## src/rtl/cpu_state_sequencer_if.sv

```systemverilog
// Sequencer <-> datapath/memory control bundle: decode flags and memory
// handshake in, cpu state, strobes and status out.
interface cpu_state_sequencer_if;
    logic        waitrequest;
    logic        pc_zero;
    logic        op_load;
    logic        op_store;
    logic        op_muldiv;
    logic [2:0]  state;
    logic        read;
    logic        write;
    logic        pc_write;
    logic        muldiv_busy;
    logic        active;
    logic [31:0] instr_count;

    modport master (
        input  waitrequest, pc_zero, op_load, op_store, op_muldiv,
        output state, read, write, pc_write, muldiv_busy, active, instr_count
    );

    modport slave (
        output waitrequest, pc_zero, op_load, op_store, op_muldiv,
        input  state, read, write, pc_write, muldiv_busy, active, instr_count
    );
endinterface

```

## src/rtl/cpu_state_sequencer.sv

```systemverilog
// Multi-cycle MIPS control sequencer: fetch/decode/execute states, memory
// strobes with waitrequest, mult/div stall timer, halt on fetch from PC 0.
//
//   state  | meaning
//   FETCH  | read instruction at PC, hold on waitrequest, halt if PC == 0
//   LOAD   | IR captures readdata
//   EXEC1  | decode; ALU ops retire here
//   EXEC2  | memory access (holds on waitrequest) or mult/div stall
//   EXEC3  | load writeback
//   HALTED | absorbing, only reset leaves it
module cpu_state_sequencer #(
    parameter int MULDIV_CYCLES = 34
) (
    input  logic                  clk,
    input  logic                  reset,
    cpu_state_sequencer_if.master bus
);
    typedef enum logic [2:0] {
        FETCH  = 3'd0,
        LOAD   = 3'd1,
        EXEC1  = 3'd2,
        EXEC2  = 3'd3,
        EXEC3  = 3'd4,
        HALTED = 3'd5
    } state_t;

    state_t      state_q, state_d;
    logic [5:0]  stall_q, stall_d;
    logic [31:0] count_q, count_d;
    logic        mem_op;
    logic        retire;

    assign mem_op = bus.op_load | bus.op_store;

    always_ff @(posedge clk or negedge reset) begin
        if (!reset) begin
            state_q <= FETCH;
            stall_q <= '0;
            count_q <= '0;
        end else begin
            state_q <= state_d;
            stall_q <= stall_d;
            count_q <= count_d;
        end
    end

    always_comb begin
        state_d = state_q;
        stall_d = stall_q;
        case (state_q)
            FETCH: begin
                if (bus.pc_zero)
                    state_d = HALTED;
                else if (!bus.waitrequest)
                    state_d = LOAD;
            end
            LOAD:  state_d = EXEC1;
            EXEC1: begin
                // a memory op outranks a simultaneous (illegal) muldiv decode
                if (mem_op) begin
                    state_d = EXEC2;
                end else if (bus.op_muldiv) begin
                    state_d = EXEC2;
                    stall_d = 6'(MULDIV_CYCLES - 1);
                end else begin
                    state_d = FETCH;
                end
            end
            EXEC2: begin
                if (mem_op) begin
                    if (!bus.waitrequest)
                        state_d = bus.op_load ? EXEC3 : FETCH;
                end else if (stall_q != 6'd0) begin
                    stall_d = stall_q - 6'd1;
                end else begin
                    state_d = FETCH;
                end
            end
            EXEC3:   state_d = FETCH;
            HALTED:  state_d = HALTED;
            default: state_d = FETCH;
        endcase

        retire  = (state_q != FETCH) && (state_d == FETCH);
        count_d = retire ? count_q + 32'd1 : count_q;
    end

    always_comb begin
        bus.read        = 1'b0;
        bus.write       = 1'b0;
        bus.pc_write    = 1'b0;
        bus.muldiv_busy = 1'b0;
        bus.active      = (state_q != HALTED);
        bus.state       = state_q;
        bus.instr_count = count_q;
        // strobes are gated by reset so an interrupted transfer drops at once
        if (reset) begin
            bus.read        = ((state_q == FETCH) && !bus.pc_zero) ||
                              ((state_q == EXEC2) && bus.op_load);
            bus.write       = (state_q == EXEC2) && bus.op_store && !bus.op_load;
            bus.pc_write    = retire;
            bus.muldiv_busy = (stall_q != 6'd0);
        end
    end
endmodule

```

## src/flat_wrapper.sv

```systemverilog
// flat-port wrapper written by rule: the top's interface ports become plain ports
module cpu_state_sequencer_flat 
#(
    parameter int MULDIV_CYCLES = 34
)
  (clk, reset, bus_waitrequest, bus_pc_zero, bus_op_load, bus_op_store, bus_op_muldiv, bus_state, bus_read, bus_write, bus_pc_write, bus_muldiv_busy, bus_active, bus_instr_count);
  cpu_state_sequencer_if bus_i ();
  input  logic clk;
  input  logic reset;
  input wire logic [$bits(bus_i.waitrequest)-1:0] bus_waitrequest;
  input wire logic [$bits(bus_i.pc_zero)-1:0] bus_pc_zero;
  input wire logic [$bits(bus_i.op_load)-1:0] bus_op_load;
  input wire logic [$bits(bus_i.op_store)-1:0] bus_op_store;
  input wire logic [$bits(bus_i.op_muldiv)-1:0] bus_op_muldiv;
  output wire logic [$bits(bus_i.state)-1:0] bus_state;
  output wire logic [$bits(bus_i.read)-1:0] bus_read;
  output wire logic [$bits(bus_i.write)-1:0] bus_write;
  output wire logic [$bits(bus_i.pc_write)-1:0] bus_pc_write;
  output wire logic [$bits(bus_i.muldiv_busy)-1:0] bus_muldiv_busy;
  output wire logic [$bits(bus_i.active)-1:0] bus_active;
  output wire logic [$bits(bus_i.instr_count)-1:0] bus_instr_count;
  assign bus_i.waitrequest = bus_waitrequest;
  assign bus_i.pc_zero = bus_pc_zero;
  assign bus_i.op_load = bus_op_load;
  assign bus_i.op_store = bus_op_store;
  assign bus_i.op_muldiv = bus_op_muldiv;
  assign bus_state = bus_i.state;
  assign bus_read = bus_i.read;
  assign bus_write = bus_i.write;
  assign bus_pc_write = bus_i.pc_write;
  assign bus_muldiv_busy = bus_i.muldiv_busy;
  assign bus_active = bus_i.active;
  assign bus_instr_count = bus_i.instr_count;
  cpu_state_sequencer #(.MULDIV_CYCLES(MULDIV_CYCLES)) u_core (.clk(clk), .reset(reset), .bus(bus_i));
endmodule
```

## config.mk

```make
export PLATFORM = sky130hd
export DESIGN_NAME = cpu_state_sequencer_flat
export DESIGN_NICKNAME = d
export VERILOG_FILES = /design/src/rtl/cpu_state_sequencer_if.sv /design/src/rtl/cpu_state_sequencer.sv /design/src/flat_wrapper.sv
export SDC_FILE = /design/constraint.sdc
export NUM_CORES = 1
export LEC_CHECK = 0
export CELL_PAD_IN_SITES_DETAIL_PLACEMENT = 0
export CELL_PAD_IN_SITES_GLOBAL_PLACEMENT = 1
export CORE_MARGIN = 3
export CORE_UTILIZATION = 38
export DETAILED_ROUTE_END_ITERATION = 8
export PLACE_DENSITY_LB_ADDON = 0.1
export SLEW_MARGIN = 20
export SYNTH_ARGS = -nofsm -noshare
export SYNTH_HDL_FRONTEND = slang
export SYNTH_SLANG_ARGS = --single-unit
```

## constraint.sdc

```tcl
create_clock -name clk -period 2.2 [get_ports clk]
set_clock_uncertainty 0.05 [all_clocks]
set_input_delay 0.33 -clock clk [delete_from_list [all_inputs] [get_ports clk]]
set_output_delay 0.33 -clock clk [all_outputs]
set_load 0.005 [all_outputs]
```

==> flow_metrics.env <==
export IMPL_status="complete, no violations"
export IMPL_grt_use_total_pct=17.2
export IMPL_antenna_left=0
export IMPL_crit_arrival_ps=1740
export IMPL_slew_headroom_pct=61.0
export IMPL_routedWlPerCell_um=14.0
export IMPL_grt_pass1_wl_um=8760
export IMPL_dpl_hpwl_um=3570
export IMPL_numCtsBuffers=5
export IMPL_stdcell_count=360
export IMPL_cp_end_kind="output pin"
export IMPL_ys_seq_area_share_pct=47.6
export IMPL_drt_wl_total_um=5030
export IMPL_max_freq_ghz=0.472
export IMPL_grt_max_degree=36
export IMPL_drtIter0Drc=68
export IMPL_grt_util_met2_pct=26.4
export IMPL_layout_nets=298
export IMPL_avgSynthCellArea_sq_um=10.1
export IMPL_ys_warn_count=0
export IMPL_drive_above_1_share_pct=21.0
export IMPL_grtUsageMet1_pct=23.8
export IMPL_gp_congestion=0.853
export IMPL_worstSetupPathType="register to output pin"
export IMPL_path_clk_slew_ps=80
export IMPL_synth_cell_types=40
export IMPL_drv_cap=0
export IMPL_fp_coreArea_sq_um=5300
export IMPL_antenna_cells=0
export IMPL_ir_worst_vdd_mv=0.609
export IMPL_route_detailed_drc=0
export IMPL_h_tree_depth=2
export IMPL_std_cell_rows=26
export IMPL_die_area_sq_um=6610
export IMPL_fin_crit_sh_pct=96.2
export IMPL_port_buffers=46
export IMPL_p_leak_uw=0.00139
export IMPL_start_kind="register"
export IMPL_dp_cells=346
export IMPL_use_met3_pct=4.77
export IMPL_syn_area_sq_um=2150
export IMPL_cts_root_buf="clkbuf_8"
export IMPL_setup_violations=0
export IMPL_vias_per_cell=5.10
export IMPL_period_needed_ps=2120
export IMPL_hold_viol_final=0
export IMPL_power_density_nw_per_um2=975
export IMPL_gr_total_overflow=0
export IMPL_num_vias=1837
export IMPL_die_h_um=81.3
export IMPL_busiest_layer="met2"
export IMPL_syn_inst=214
export IMPL_crit_required_ps=1820
export IMPL_dieWidth_um=81.3
export IMPL_grt_pass1_vias=1841
export IMPL_ys_ff_latch=41
export IMPL_slew_violations=0
export IMPL_hold_path_class="input port to asynchronous set/reset pin"
export IMPL_area_growth_pct=42.0
export IMPL_pin_count=47
export IMPL_firstDrtPassIters=4
export IMPL_critical_path_max_fanout=6
export IMPL_cts_sinks=41
export IMPL_tritoncts="built"
export IMPL_synth_nets=223
export IMPL_utilization_pct=57.6
export IMPL_initial_core_util_pct=40.6
export IMPL_clk_latency_ps=290
export IMPL_tightest_slew_ps=584
export IMPL_fillers=484
export IMPL_cts_buffer_depth=2
export IMPL_antenna_found_initial=0
[placed cells by master (no fill, tap or decap), types with 2 or more instances in the layout]
cell type,count
dfrtp_1,41
clkdlybuf4s50_1,40
buf_4,28
xor2_1,22
nor3_1,21
nand2_1,14
inv_1,14
xnor2_1,13
nor2_1,12
nand3_1,11
nor4_2,7
nand4_1,6
nor4_1,6
clkbuf_8,6
a21oi_1,3
or3_1,3
o21ai_0,3
nor3b_1,3
dlygate4sd2_1,3
nor2b_1,2
nor3_2,2
nand2b_1,2
[path summary, 6_finish.rpt]
kind	to	depth (start not counted)	slack, ps	startpoint
setup / recovery	bus_read	5	80	u_core.bus.state[1]$_DFF_PN0_
hold / removal	u_core.bus.instr_count[3]$_DFFE_PN0P_	2	100	reset
setup reg to reg	u_core.bus.instr_count[15]$_DFFE_PN0P_	8	210	u_core.stall_q[1]$_DFFE_PN0P_
hold reg to reg	u_core.bus.instr_count[31]$_DFFE_PN0P_	1	420	u_core.bus.instr_count[31]$_DFFE_PN0P_
max in group asynchronous	u_core.bus.state[2]$_DFF_PN0_	2	1400	reset
min in group clk	u_core.bus.instr_count[31]$_DFFE_PN0P_	1	420	u_core.bus.instr_count[31]$_DFFE_PN0P_
[stage by stage]
step	setup WS [ps]	setup TNS (ps)	hold slack, ps	total power (uW)	area (sq um)
floorplan	267	0	-15.6	1660	2150
global placement	-260	-4550	148	2260	2840
CTS	1.17	0	113	2930	2990
detailed placement	-316	-5970	144	2250	2840
global route	-17.3	-17.3	145	3190	3060
finish	83.5	0	97.6	2980	3060
[Yosys cell counts]
| cell | count | area share, % |
|---|---|---|
| dfrtp_1 | 41 | 48 |
| nor3_1 | 22 | 5.1 |
| xor2_1 | 22 | 8.9 |
| nand2_1 | 15 | 2.6 |
| inv_1 | 14 | 2.4 |
| xnor2_1 | 13 | 5.3 |
| nor2_1 | 12 | 2.1 |
| nand3_1 | 11 | 2.6 |
| nor4_1 | 9 | 2.6 |
| nand4_1 | 6 | 1.7 |
| nor4_2 | 4 | 2.3 |
| a21oi_1 | 3 | 0.70 |
| buf_2 | 3 | 0.70 |
| clkbuf_1 | 3 | 0.52 |
| nor2b_1 | 3 | 0.87 |
| nor3b_1 | 3 | 1.0 |
| o21ai_0 | 3 | 0.70 |
| or3_1 | 3 | 0.87 |
| ha_1 | 2 | 1.2 |
| nand2b_1 | 2 | 0.58 |
| a211o_1 | 1 | 0.41 |
| a211o_4 | 1 | 0.81 |
| a211oi_1 | 1 | 0.35 |
| a31oi_1 | 1 | 0.29 |
| and2_1 | 1 | 0.29 |
| buf_4 | 1 | 0.35 |
| buf_6 | 1 | 0.52 |
| mux2_2 | 1 | 0.52 |
| nand3b_1 | 1 | 0.35 |
| nand4_2 | 1 | 0.58 |
| nor3_2 | 1 | 0.46 |
| nor3b_2 | 1 | 0.58 |
| nor4_4 | 1 | 0.99 |
| nor4b_1 | 1 | 0.41 |
| o21ba_2 | 1 | 0.46 |
| o22ai_1 | 1 | 0.29 |
| o31ai_1 | 1 | 0.35 |
| or2_1 | 1 | 0.29 |
| or3_4 | 1 | 0.52 |
| or4b_4 | 1 | 0.64 |
[kinds of logic after synthesis]
group	Yosys count	synth area share [%]
simple gates	100	27.5
buf+inv	22	4.53
flops	41	47.6
xor+xnor	35	14.2
compound gates	13	4.36
fa+ha+maj	2	1.16
mux	1	0.523
[registers in the layout (all words and copies together), names as in the netlist]
signal / cells
u_core.bus.instr_count: 32
u_core.bus.state: 3
u_core.stall_q: 6
[power by group]
group	leakage, uW	internal [uW]	switching, uW	total [uW]
Clock	0.0000585	370	257	627
Combinational	0.000825	676	628	1300
Sequential	0.000508	894	155	1050
Total	0.00139	1940	1040	2980
[area by class of cell]
type / count / area [sq um] / share of cell area, %
clock buffers: 7 / 86.3 / 2.82
clock inverters: 1 / 30.0 / 0.982
inverters: 14 / 52.6 / 1.72
multi-input cells: 151 / 1080 / 35.5
flip-flops and latches: 41 / 1030 / 33.6
well taps: 70 / 87.6 / 2.87
repair buffers: 76 / 689 / 22.6
[critical path, cell delays in order, from the launching register on]
cell and delay, ps:
dfrtp_1 410, buf_4 170, nor3_2 140, a31oi_1 60, nor3_1 140, clkdlybuf4s50_1 530
[per-layer routing]
metal | part of all wire, % | vias to the layer above | wire length [um]
met2 | 46 | 41 | 2290
met5 | 0 | - | 0
met1 | 49 | 903 | 2490
met3 | 4.0 | 5 | 200
li1 | - | 888 | -
met4 | 1.0 | 0 | 51
[what timing repair did]
item / CTS / global route
resized for setup: 9 / 9
hold endpoints to repair: 6 / 0
setup buffers: 1 / 4
pin swaps: 3 / 1
hold buffers: 1 / 0
endpoints found under the setup margin: 2 / 12
No activity file was read; power rests on OpenSTA's default activity.
